`config.mk`:
```
export PLATFORM = sky130hd
export DESIGN_NAME = muldiv_seq
export DESIGN_NICKNAME = d
export VERILOG_FILES = /design/src/rtl/muldiv_seq_pkg.sv /design/src/rtl/muldiv_fsm.sv /design/src/rtl/muldiv_seq.sv
export SDC_FILE = /design/constraint.sdc
export NUM_CORES = 1
export LEC_CHECK = 0
export ABC_AREA = 0
export BUFFER_PORTS_ARGS = -buffer_cell sky130_fd_sc_hd__buf_2
export CAP_MARGIN = 0
export CORE_MARGIN = 3
export CORE_UTILIZATION = 50
export DETAILED_ROUTE_END_ITERATION = 6
export PLACE_DENSITY = 0.69
export SETUP_SLACK_MARGIN = 0.4
export SYNTH_ARGS = -nofsm -noshare
export SYNTH_HDL_FRONTEND = slang
export SYNTH_SLANG_ARGS = --single-unit
export TNS_END_PERCENT = 50
```
`constraint.sdc`:
```
create_clock -name clk -period 8.3 [get_ports clk]
set_input_delay 1.66 -clock clk [delete_from_list [all_inputs] [get_ports clk]]
set_output_delay 1.66 -clock clk [all_outputs]
set_load 0.02 [all_outputs]
```
`src/rtl/muldiv_seq_pkg.sv`:
```
// Shared constants for the iterative multiply/divide sequencer: op encodings,
// shared-ALU conf codes, FSM state encodings and the iteration count.
package muldiv_seq_pkg;

   localparam logic [1:0] OP_MULT  = 2'b00;
   localparam logic [1:0] OP_MULTU = 2'b01;
   localparam logic [1:0] OP_DIV   = 2'b10;
   localparam logic [1:0] OP_DIVU  = 2'b11;

   localparam logic [4:0] ALU_ADD = 5'b00000;
   localparam logic [4:0] ALU_SUB = 5'b00110;

   localparam int ITER_N = 32;

   typedef logic [2:0] state_t;
   localparam state_t S_IDLE  = 3'd0;
   localparam state_t S_PREP  = 3'd1;
   localparam state_t S_ITER  = 3'd2;
   localparam state_t S_FIXUP = 3'd3;
   localparam state_t S_DONE  = 3'd4;

endpackage

```
`src/rtl/muldiv_fsm.sv`:
```
// Sequencer control: IDLE -> PREP -> ITER (ITER_N cycles) -> FIXUP -> DONE.
// The current state is exported so the datapath and checkers can observe it.
module muldiv_fsm
   import muldiv_seq_pkg::*;
(
   input  logic   clk,
   input  logic   reset,
   input  logic   start,
   output state_t state,
   output logic   busy,
   output logic   done,
   output logic   alu_own
);

   state_t     state_nxt;
   logic [4:0] iter_cnt;

   always_comb begin
      state_nxt = state;
      case (state)
         S_IDLE:  if (start) state_nxt = S_PREP;
         S_PREP:  state_nxt = S_ITER;
         S_ITER:  if (iter_cnt == 5'(ITER_N - 1)) state_nxt = S_FIXUP;
         S_FIXUP: state_nxt = S_DONE;
         S_DONE:  state_nxt = S_IDLE;
         default: state_nxt = S_IDLE;
      endcase
   end

   always_ff @(posedge clk) begin
      if (reset) begin
         state    <= S_IDLE;
         iter_cnt <= '0;
      end else begin
         state <= state_nxt;
         // Counter only runs inside ITER and is parked at 0 everywhere else.
         if (state == S_ITER) iter_cnt <= iter_cnt + 5'd1;
         else                 iter_cnt <= '0;
      end
   end

   assign busy    = (state != S_IDLE);
   assign done    = (state == S_DONE);
   assign alu_own = (state == S_ITER);

endmodule

```
`src/rtl/muldiv_seq.sv`:
```
// Iterative mult/multu/div/divu into HI/LO. Borrows the shared ALU only while
// iterating; start is a level sampled in IDLE, done is a one-cycle pulse.
module muldiv_seq
   import muldiv_seq_pkg::*;
#(
   parameter int WIDTH = 32
)(
   input  logic             clk,
   input  logic             reset,
   input  logic             start,
   input  logic [1:0]       op,
   input  logic [WIDTH-1:0] a,
   input  logic [WIDTH-1:0] b,
   output logic             busy,
   output logic             done,
   output logic [WIDTH-1:0] hi,
   output logic [WIDTH-1:0] lo,
   output logic             div_by_zero,
   output logic             alu_own,
   output logic [4:0]       alu_conf,
   output logic             alu_sign,
   output logic [WIDTH-1:0] alu_in1,
   output logic [WIDTH-1:0] alu_in2,
   input  logic [WIDTH-1:0] alu_result
);

   state_t state;

   muldiv_fsm u_fsm (
      .clk     (clk),
      .reset   (reset),
      .start   (start),
      .state   (state),
      .busy    (busy),
      .done    (done),
      .alu_own (alu_own)
   );

   logic [1:0]       op_q;
   logic [WIDTH-1:0] a_q, b_q;
   logic [WIDTH-1:0] opnd;   // multiplicand magnitude (mult) or divisor magnitude (div)
   logic [WIDTH-1:0] w_hi;   // acc (mult) / rem (div)
   logic [WIDTH-1:0] w_lo;   // mpl (mult) / quo (div)
   logic             neg_q, neg_r;

   logic             is_div, is_signed;
   logic [WIDTH-1:0] a_mag, b_mag;

   assign is_div    = (op_q == OP_DIV) || (op_q == OP_DIVU);
   assign is_signed = (op_q == OP_MULT) || (op_q == OP_DIV);
   assign a_mag     = (is_signed && a_q[WIDTH-1]) ? -a_q : a_q;
   assign b_mag     = (is_signed && b_q[WIDTH-1]) ? -b_q : b_q;

   always_comb begin
      alu_conf = '0;
      alu_in1  = '0;
      alu_in2  = '0;
      if (alu_own) begin
         if (is_div) begin
            alu_conf = ALU_SUB;
            alu_in1  = {w_hi[WIDTH-2:0], w_lo[WIDTH-1]};
            alu_in2  = opnd;
         end else begin
            // ALU stays owned on a zero multiplier bit; adding 0 keeps the shift uniform.
            alu_conf = ALU_ADD;
            alu_in1  = w_hi;
            alu_in2  = w_lo[0] ? opnd : '0;
         end
      end
   end

   assign alu_sign = 1'b0;

   logic mul_c, div_borrow, div_take;

   assign mul_c = (alu_in1[WIDTH-1] & alu_in2[WIDTH-1]) |
                  ((alu_in1[WIDTH-1] | alu_in2[WIDTH-1]) & ~alu_result[WIDTH-1]);
   assign div_borrow = (~alu_in1[WIDTH-1] & alu_in2[WIDTH-1]) |
                       (~(alu_in1[WIDTH-1] ^ alu_in2[WIDTH-1]) & alu_result[WIDTH-1]);
   // Bit 32 of the shifted remainder means it already exceeds any 32-bit divisor.
   assign div_take = w_hi[WIDTH-1] | ~div_borrow;

   logic [2*WIDTH-1:0] prod_fix;
   logic [WIDTH-1:0]   quo_fix, rem_fix;

   assign prod_fix = neg_q ? -{w_hi, w_lo} : {w_hi, w_lo};
   assign quo_fix  = neg_q ? -w_lo : w_lo;
   assign rem_fix  = neg_r ? -w_hi : w_hi;

   always_ff @(posedge clk) begin
      if (reset) begin
         op_q        <= '0;
         a_q         <= '0;
         b_q         <= '0;
         opnd        <= '0;
         w_hi        <= '0;
         w_lo        <= '0;
         neg_q       <= 1'b0;
         neg_r       <= 1'b0;
         hi          <= '0;
         lo          <= '0;
         div_by_zero <= 1'b0;
      end else begin
         case (state)
            S_IDLE: begin
               if (start) begin
                  op_q        <= op;
                  a_q         <= a;
                  b_q         <= b;
                  div_by_zero <= 1'b0;
               end
            end
            S_PREP: begin
               neg_q <= is_signed & (a_q[WIDTH-1] ^ b_q[WIDTH-1]);
               neg_r <= is_signed & a_q[WIDTH-1];
               w_hi  <= '0;
               if (is_div) begin
                  opnd <= b_mag;
                  w_lo <= a_mag;
               end else begin
                  opnd <= a_mag;
                  w_lo <= b_mag;
               end
            end
            S_ITER: begin
               if (is_div) begin
                  w_hi <= div_take ? alu_result : {w_hi[WIDTH-2:0], w_lo[WIDTH-1]};
                  w_lo <= {w_lo[WIDTH-2:0], div_take};
               end else begin
                  {w_hi, w_lo} <= {mul_c, alu_result, w_lo[WIDTH-1:1]};
               end
            end
            S_FIXUP: begin
               if (is_div) begin
                  if (b_q == '0) begin
                     lo          <= '1;
                     hi          <= a_q;
                     div_by_zero <= 1'b1;
                  end else begin
                     lo <= quo_fix;
                     hi <= rem_fix;
                  end
               end else begin
                  hi <= prod_fix[2*WIDTH-1:WIDTH];
                  lo <= prod_fix[WIDTH-1:0];
               end
            end
            default: ;
         endcase
      end
   end

endmodule

```
Yosys cells after proc, flatten, opt, wreduce, memory -nomap -nowiden
Cells that the tools add are included.
{"block": "op_classes", "reduce_logical": 14, "mux": 30, "eq_ne": 11, "add_sub_neg": 6, "n_bitwise": 17}
{"operator": "two-way mux 32 bit", "n": 18}
{"operator": "negator 32 bit", "n": 4}
{"operator": "case mux 32 bit (2 select lines)", "n": 2}
{"operator": "two-way mux 64 bit", "n": 1}
{"operator": "negator 64 bit", "n": 1}
{"operator": "zero test 32 bit", "n": 1}
{"operator": "two-way mux 3 bit", "n": 4}
{"operator": "case mux 3 bit (4 select lines)", "n": 1}
{"operator": "AND 1 bit", "n": 6}
{"operator": "== test 3 x 2 -> 1 bit, second input constant", "n": 2}
{"operator": "inequality test 2 bit, second input constant", "n": 3}
{"operator": "adder 5 x 1 -> 5 bit, second input constant", "n": 1}
{"operator": "== test 5 bit, second input constant", "n": 1}
{"operator": "NOT 1 bit", "n": 5}
{"operator": "== test 2 bit, second input constant", "n": 2}
{"operator": "bitwise OR 1 bit", "n": 4}
{"operator": "AND reduction 2 bit", "n": 2}
{"operator": "AND reduction 4 bit", "n": 1}
{"operator": "nonzero test 2 bit", "n": 2}
{"operator": "== test 3 x 1 -> 1 bit, second input constant", "n": 1}
{"operator": "== test 3 bit, second input constant", "n": 1}
{"operator": "zero test 3 bit", "n": 1}
{"operator": "two-way mux 1 bit", "n": 3}
{"operator": "nonzero test 3 bit", "n": 1}
{"operator": "7 further kinds", "n": 10}
{"block": "totals", "out_inout_bits": 138, "elab_cells": 91, "inputBits": 101, "ff_bits": 237}

Logic depth before layout (Yosys ltp)
{"block": "depth", "word_depth": 13, "depth_mapped": 16, "mapped_depth_nobuf": 11}

Cells and area by module
From an unflattened synthesis, not the netlist that was laid out.
{"block": "unflattened", "hier_cells": 1954, "hier_area_um2": 14764.2}
{"module": "muldiv_seq", "seq_area_each_um2": 4584.4, "area_per_inst_um2": 14441.4, "cells_each": 1924, "n_inst": 1}
{"module": "muldiv_fsm", "seq_area_each_um2": 160.2, "area_per_inst_um2": 322.8, "cells_each": 30, "n_inst": 1}

Worst setup path after synthesis
No wires, ideal clock.
{"block": "synth_timing", "path_kind": "reg-to-output", "startpoint": "reg op_q[1]", "endpoint": "out alu_in1[10]", "required_time_ns": 6.640, "arrival_ns": 2.182, "slack_ns": 4.458, "path_buffers": 4, "path_stages_with_launch": 7, "path_cell_list": "dfxtp_1 > buf_1 > clkbuf_1 > clkbuf_1 > buf_1 > mux2i_1 > nor2_1"}
{"block": "synth_via", "elab_chain_len": 4, "word_cells_on_any_way": 5, "cone_classes": "eq/ne (2); mux (2); reduce/logical (1)"}
{"element": "start, declared", "line": "muldiv_seq.sv:39", "source": "logic [1:0] op_q;"}
{"element": "start signal, assigned", "line": "muldiv_seq.sv:107", "source": "op_q <= op;"}
{"element": "== test 2 bit", "line": "muldiv_seq.sv:49", "source": "assign is_div = (op_q == OP_DIV) || (op_q == OP_DIVU);"}
{"element": "logical OR 1 bit *", "line": "muldiv_seq.sv:49"}
{"element": "two-way mux 32 bit *", "line": "muldiv_seq.sv:59", "source": "if (is_div) begin"}
{"element": "two-way mux 32 bit *", "line": "muldiv_seq.sv:58", "source": "if (alu_own) begin"}
{"element": "end, declared", "line": "muldiv_seq.sv:22", "source": "output logic [WIDTH-1:0] alu_in1,"}
Every way passes the cells marked *; elsewhere a longest branch is shown, timed or not.

Worst setup path after layout
{"block": "layout_timing", "startpoint": "reg op_q[1]", "endpoint": "out alu_in2[31]"}
{"block": "layout_via", "elab_chain_len": 4, "word_cells_on_any_way": 5, "cone_classes": "eq/ne (2); mux (2); reduce/logical (1)"}
{"element": "== test 2 bit", "line": "muldiv_seq.sv:49"}
{"element": "logical OR 1 bit *", "line": "muldiv_seq.sv:49"}
{"element": "two-way mux 32 bit *", "line": "muldiv_seq.sv:59"}
{"element": "two-way mux 32 bit *", "line": "muldiv_seq.sv:58"}
{"element": "end, declared", "line": "muldiv_seq.sv:23", "source": "output logic [WIDTH-1:0] alu_in2,"}
Marked as above.

==> flow_metrics.env <==
export IMPL_status="finished, final reports clean"
export IMPL_clk_root_buffer_cell="clkbuf_16"
export IMPL_timing_final_crit_share_pct=51.8
export IMPL_clkTransAtPathRegs_ns=0.06
export IMPL_grt_pass1_vias=13600
export IMPL_cts_repair_resized=0
export IMPL_synth_flop_cell="dfxtp_1"
export IMPL_hold_depth=2
export IMPL_reg2reg_setup_slack_ns=4.59
export IMPL_ys_seq_area_share_pct=32.2
export IMPL_yosys_cell_types_count=77
export IMPL_syn_inst=1939
export IMPL_cp_end_kind="output pin"
export IMPL_maxSlewViolCount=0
export IMPL_grt_start_max_net_pins=98
export IMPL_worstSkewPairLatency_ns=0.55
export IMPL_ios=239
export IMPL_drive_above_1_share_pct=17.0
export IMPL_synth_edff_count=0
export IMPL_path_class="flip-flop to output pin"
export IMPL_seq_area_um2=4750
export IMPL_p_leak_nw=6.70
export IMPL_chipHeight_um=178
export IMPL_p_sw_share_pct=33.2
export IMPL_hold_viol=0
export IMPL_pwr_share_clk_pct=37.8
export IMPL_ir_drop_mv=0.151
export IMPL_drv_cap=0
export IMPL_antenna_left=0
export IMPL_synth_seq_cells=237
export IMPL_grt_use_total_pct=30.9
export IMPL_cts_made_buffers=28
export IMPL_rows=62
export IMPL_fin_nets=2139
export IMPL_coreArea_um2=28900
export IMPL_crit_arrival_ns=2.64
export IMPL_async_flop_share_pct=0
export IMPL_area_delta_synth_final_pct=13.6
export IMPL_p_int_mw=2.16
export IMPL_drc=0
export IMPL_start_util_pct=51.1
export IMPL_gr_total_overflow=0
export IMPL_power_density_nw_per_um2=193
export IMPL_drtIter0Drc=1623
export IMPL_startpoint_type="flip-flop"
export IMPL_antenna_found_initial=0
export IMPL_max_clock_freq_mhz=233
export IMPL_reg2reg_from="b_q[0]"
export IMPL_first_pass_iters=6
export IMPL_utilization_pct=58.0
export IMPL_hp_class="flip-flop to flip-flop"
export IMPL_dp_hpwl_um=36300
export IMPL_synthTopCellsByCount="nand2_1, dfxtp_1, nor2_1"
export IMPL_whs_endpoint="opnd[10]"
export IMPL_slew_headroom_pct=21.0
export IMPL_cts_sinks=237
export IMPL_place_gp_congestion=0.971
export IMPL_fillers=2744
export IMPL_h_tree_depth=1
export IMPL_syn_area_per_cell_um2=7.60
export IMPL_grt_pass1_wl_um=78100
export IMPL_min_period_ns=4.30
export IMPL_routed_via_count=14900
export IMPL_cts_tree="yes"
export IMPL_power_frac_comb_pct=22.2
export IMPL_totalWireLength_um=50800
export IMPL_die_w_um=178
export IMPL_required_ns=6.64
export IMPL_clock_path_buffers=3
export IMPL_r2r_end="hi[28]"
export IMPL_yosysTopAreaCell="dfxtp_1"
export IMPL_pwr_share_seq_pct=40.1
export IMPL_yosysMostFrequentCell="nand2_1"
export IMPL_setup_viol_count_final=0
export IMPL_synthTopCellsByArea="dfxtp_1, mux2i_1, nand2_1"
export IMPL_min_from="opnd[10]"
export IMPL_hold_buffers=0
export IMPL_p_switching_mw=1.07
export IMPL_synth_top_cell_area_share_pct=32.2
export IMPL_viasPerCell=6.14
export IMPL_wire_per_inst_um=20.9
export IMPL_fin_tns_setup_ns=0
export IMPL_antenna_cells=0
export IMPL_post_cts_buffers=0
export IMPL_numPortBuffers=234
export IMPL_syn_area_um2=14700
export IMPL_reg2regPathDepth=9
export IMPL_finalClockSkew_ns=0.0134
export IMPL_worstMarginPinSlew_ns=1.18
export IMPL_ys_warn_count=0
export IMPL_die_area_um2=31600
export IMPL_rsz0062_at_grt="false"
export IMPL_multi_input_area_um2=9130
export IMPL_critPathMaxFanout=36
area by class of cell:
type                       count  area share [%]
timing repair buffer         259            8.13
clock buffer                  42            5.05
inverter                      26           0.583
tap                          384            2.87
multi-input combinational   1477            54.6
clock inverter                 8           0.426
sequential                   237            28.4
routing by layer:
| metal | up-vias | share of wire (%) | GRT usage (%) |
|---|---|---|---|
| met4 | 0 | 3.6 | 10.2 |
| met2 | 756 | 42 | 45.4 |
| li1 | 7106 | - | - |
| met1 | 6970 | 45 | 45.8 |
| met5 | - | 0 | 0 |
| met3 | 117 | 10 | 5.28 |
cells by family (layout without fill, tap and decap cells):
logic type / Yosys count / after routing / share of synthesized area (%)
muxes: 112 / 112 / 7.70
xor gates and xnor gates: 137 / 137 / 8.14
DFF: 237 / 237 / 32.2
other: 1 / 4 / 0.0255
and+or+nand+nor: 723 / 723 / 22.8
adders and majority gates: 9 / 9 / 0.764
AOI/OAI and AO/OA: 492 / 492 / 22.3
buffers and inverters: 228 / 335 / 6.12
flip-flops by register name, summed over array words and instances, names as in the netlist:
name and flops:
opnd 32, a_q 32, lo 32, w_lo 32
neg_q 1, b_q 32, neg_r 1, u_fsm.iter_cnt 5
w_hi 32, hi 32, op_q 2, u_fsm.state 3
div_by_zero 1
worst max-delay path by stage:
stage             from           to  slack [ns]
2_1_floorplan  op_q[1]  alu_in1[10]        4.46
3_3_place_gp     reset     opnd[19]        4.51
3_5_place_dp     reset     opnd[19]        4.49
4_1_cts        op_q[1]  alu_in2[31]        4.05
5_1_grt        op_q[1]  alu_in2[31]        3.85
6_report       op_q[1]  alu_in2[31]        4.00
metrics by stage:
step | worst slack, ns | instances | area, um2 | hold WS, ns | power [mW]
floorplan | 4.46 | 1942 | 14700 | 0.417 | 1.80
global placement | 4.51 | 2383 | 15800 | 0.438 | 2.01
detailed placement | 4.49 | 2383 | 15800 | 0.443 | 2.01
CTS | 4.05 | 2433 | 16700 | 0.455 | 3.23
global route | 3.85 | 2433 | 16700 | 0.473 | 3.35
finish | 4.00 | 2433 | 16700 | 0.453 | 3.23
worst max-delay path, cell delays in order, from the launching register on:
cell and delay, ns:
dfxtp_4 0.63, buf_4 0.46, nor2_1 0.13, nor2_1 0.11
buf_4 0.29, nand2_1 0.14, inv_1 0.11, buf_2 0.18
power by group through the flow:
| stage | logic [mW] | clock network, mW | registers [mW] |
|---|---|---|---|
| 3_3_place_gp | 0.694 | 0 | 1.31 |
| 2_1_floorplan | 0.540 | 0 | 1.26 |
| 6_report | 0.716 | 1.22 | 1.29 |
| 4_1_cts | 0.704 | 1.23 | 1.29 |
| 3_5_place_dp | 0.700 | 0 | 1.31 |
| 5_1_grt | 0.779 | 1.27 | 1.30 |
layout by cell type (no fill, tap or decap), types with 33 or more instances in the layout:
master,instances
and2_1,34
a22o_1,33
dfxtp_1,235
nor3_1,57
xor2_1,45
nor2_1,217
buf_2,233
a21oi_1,166
o21ai_0,64
mux2i_1,101
xnor2_1,92
nand2_1,245
Note: power is estimated with default switching activity, not from simulation.
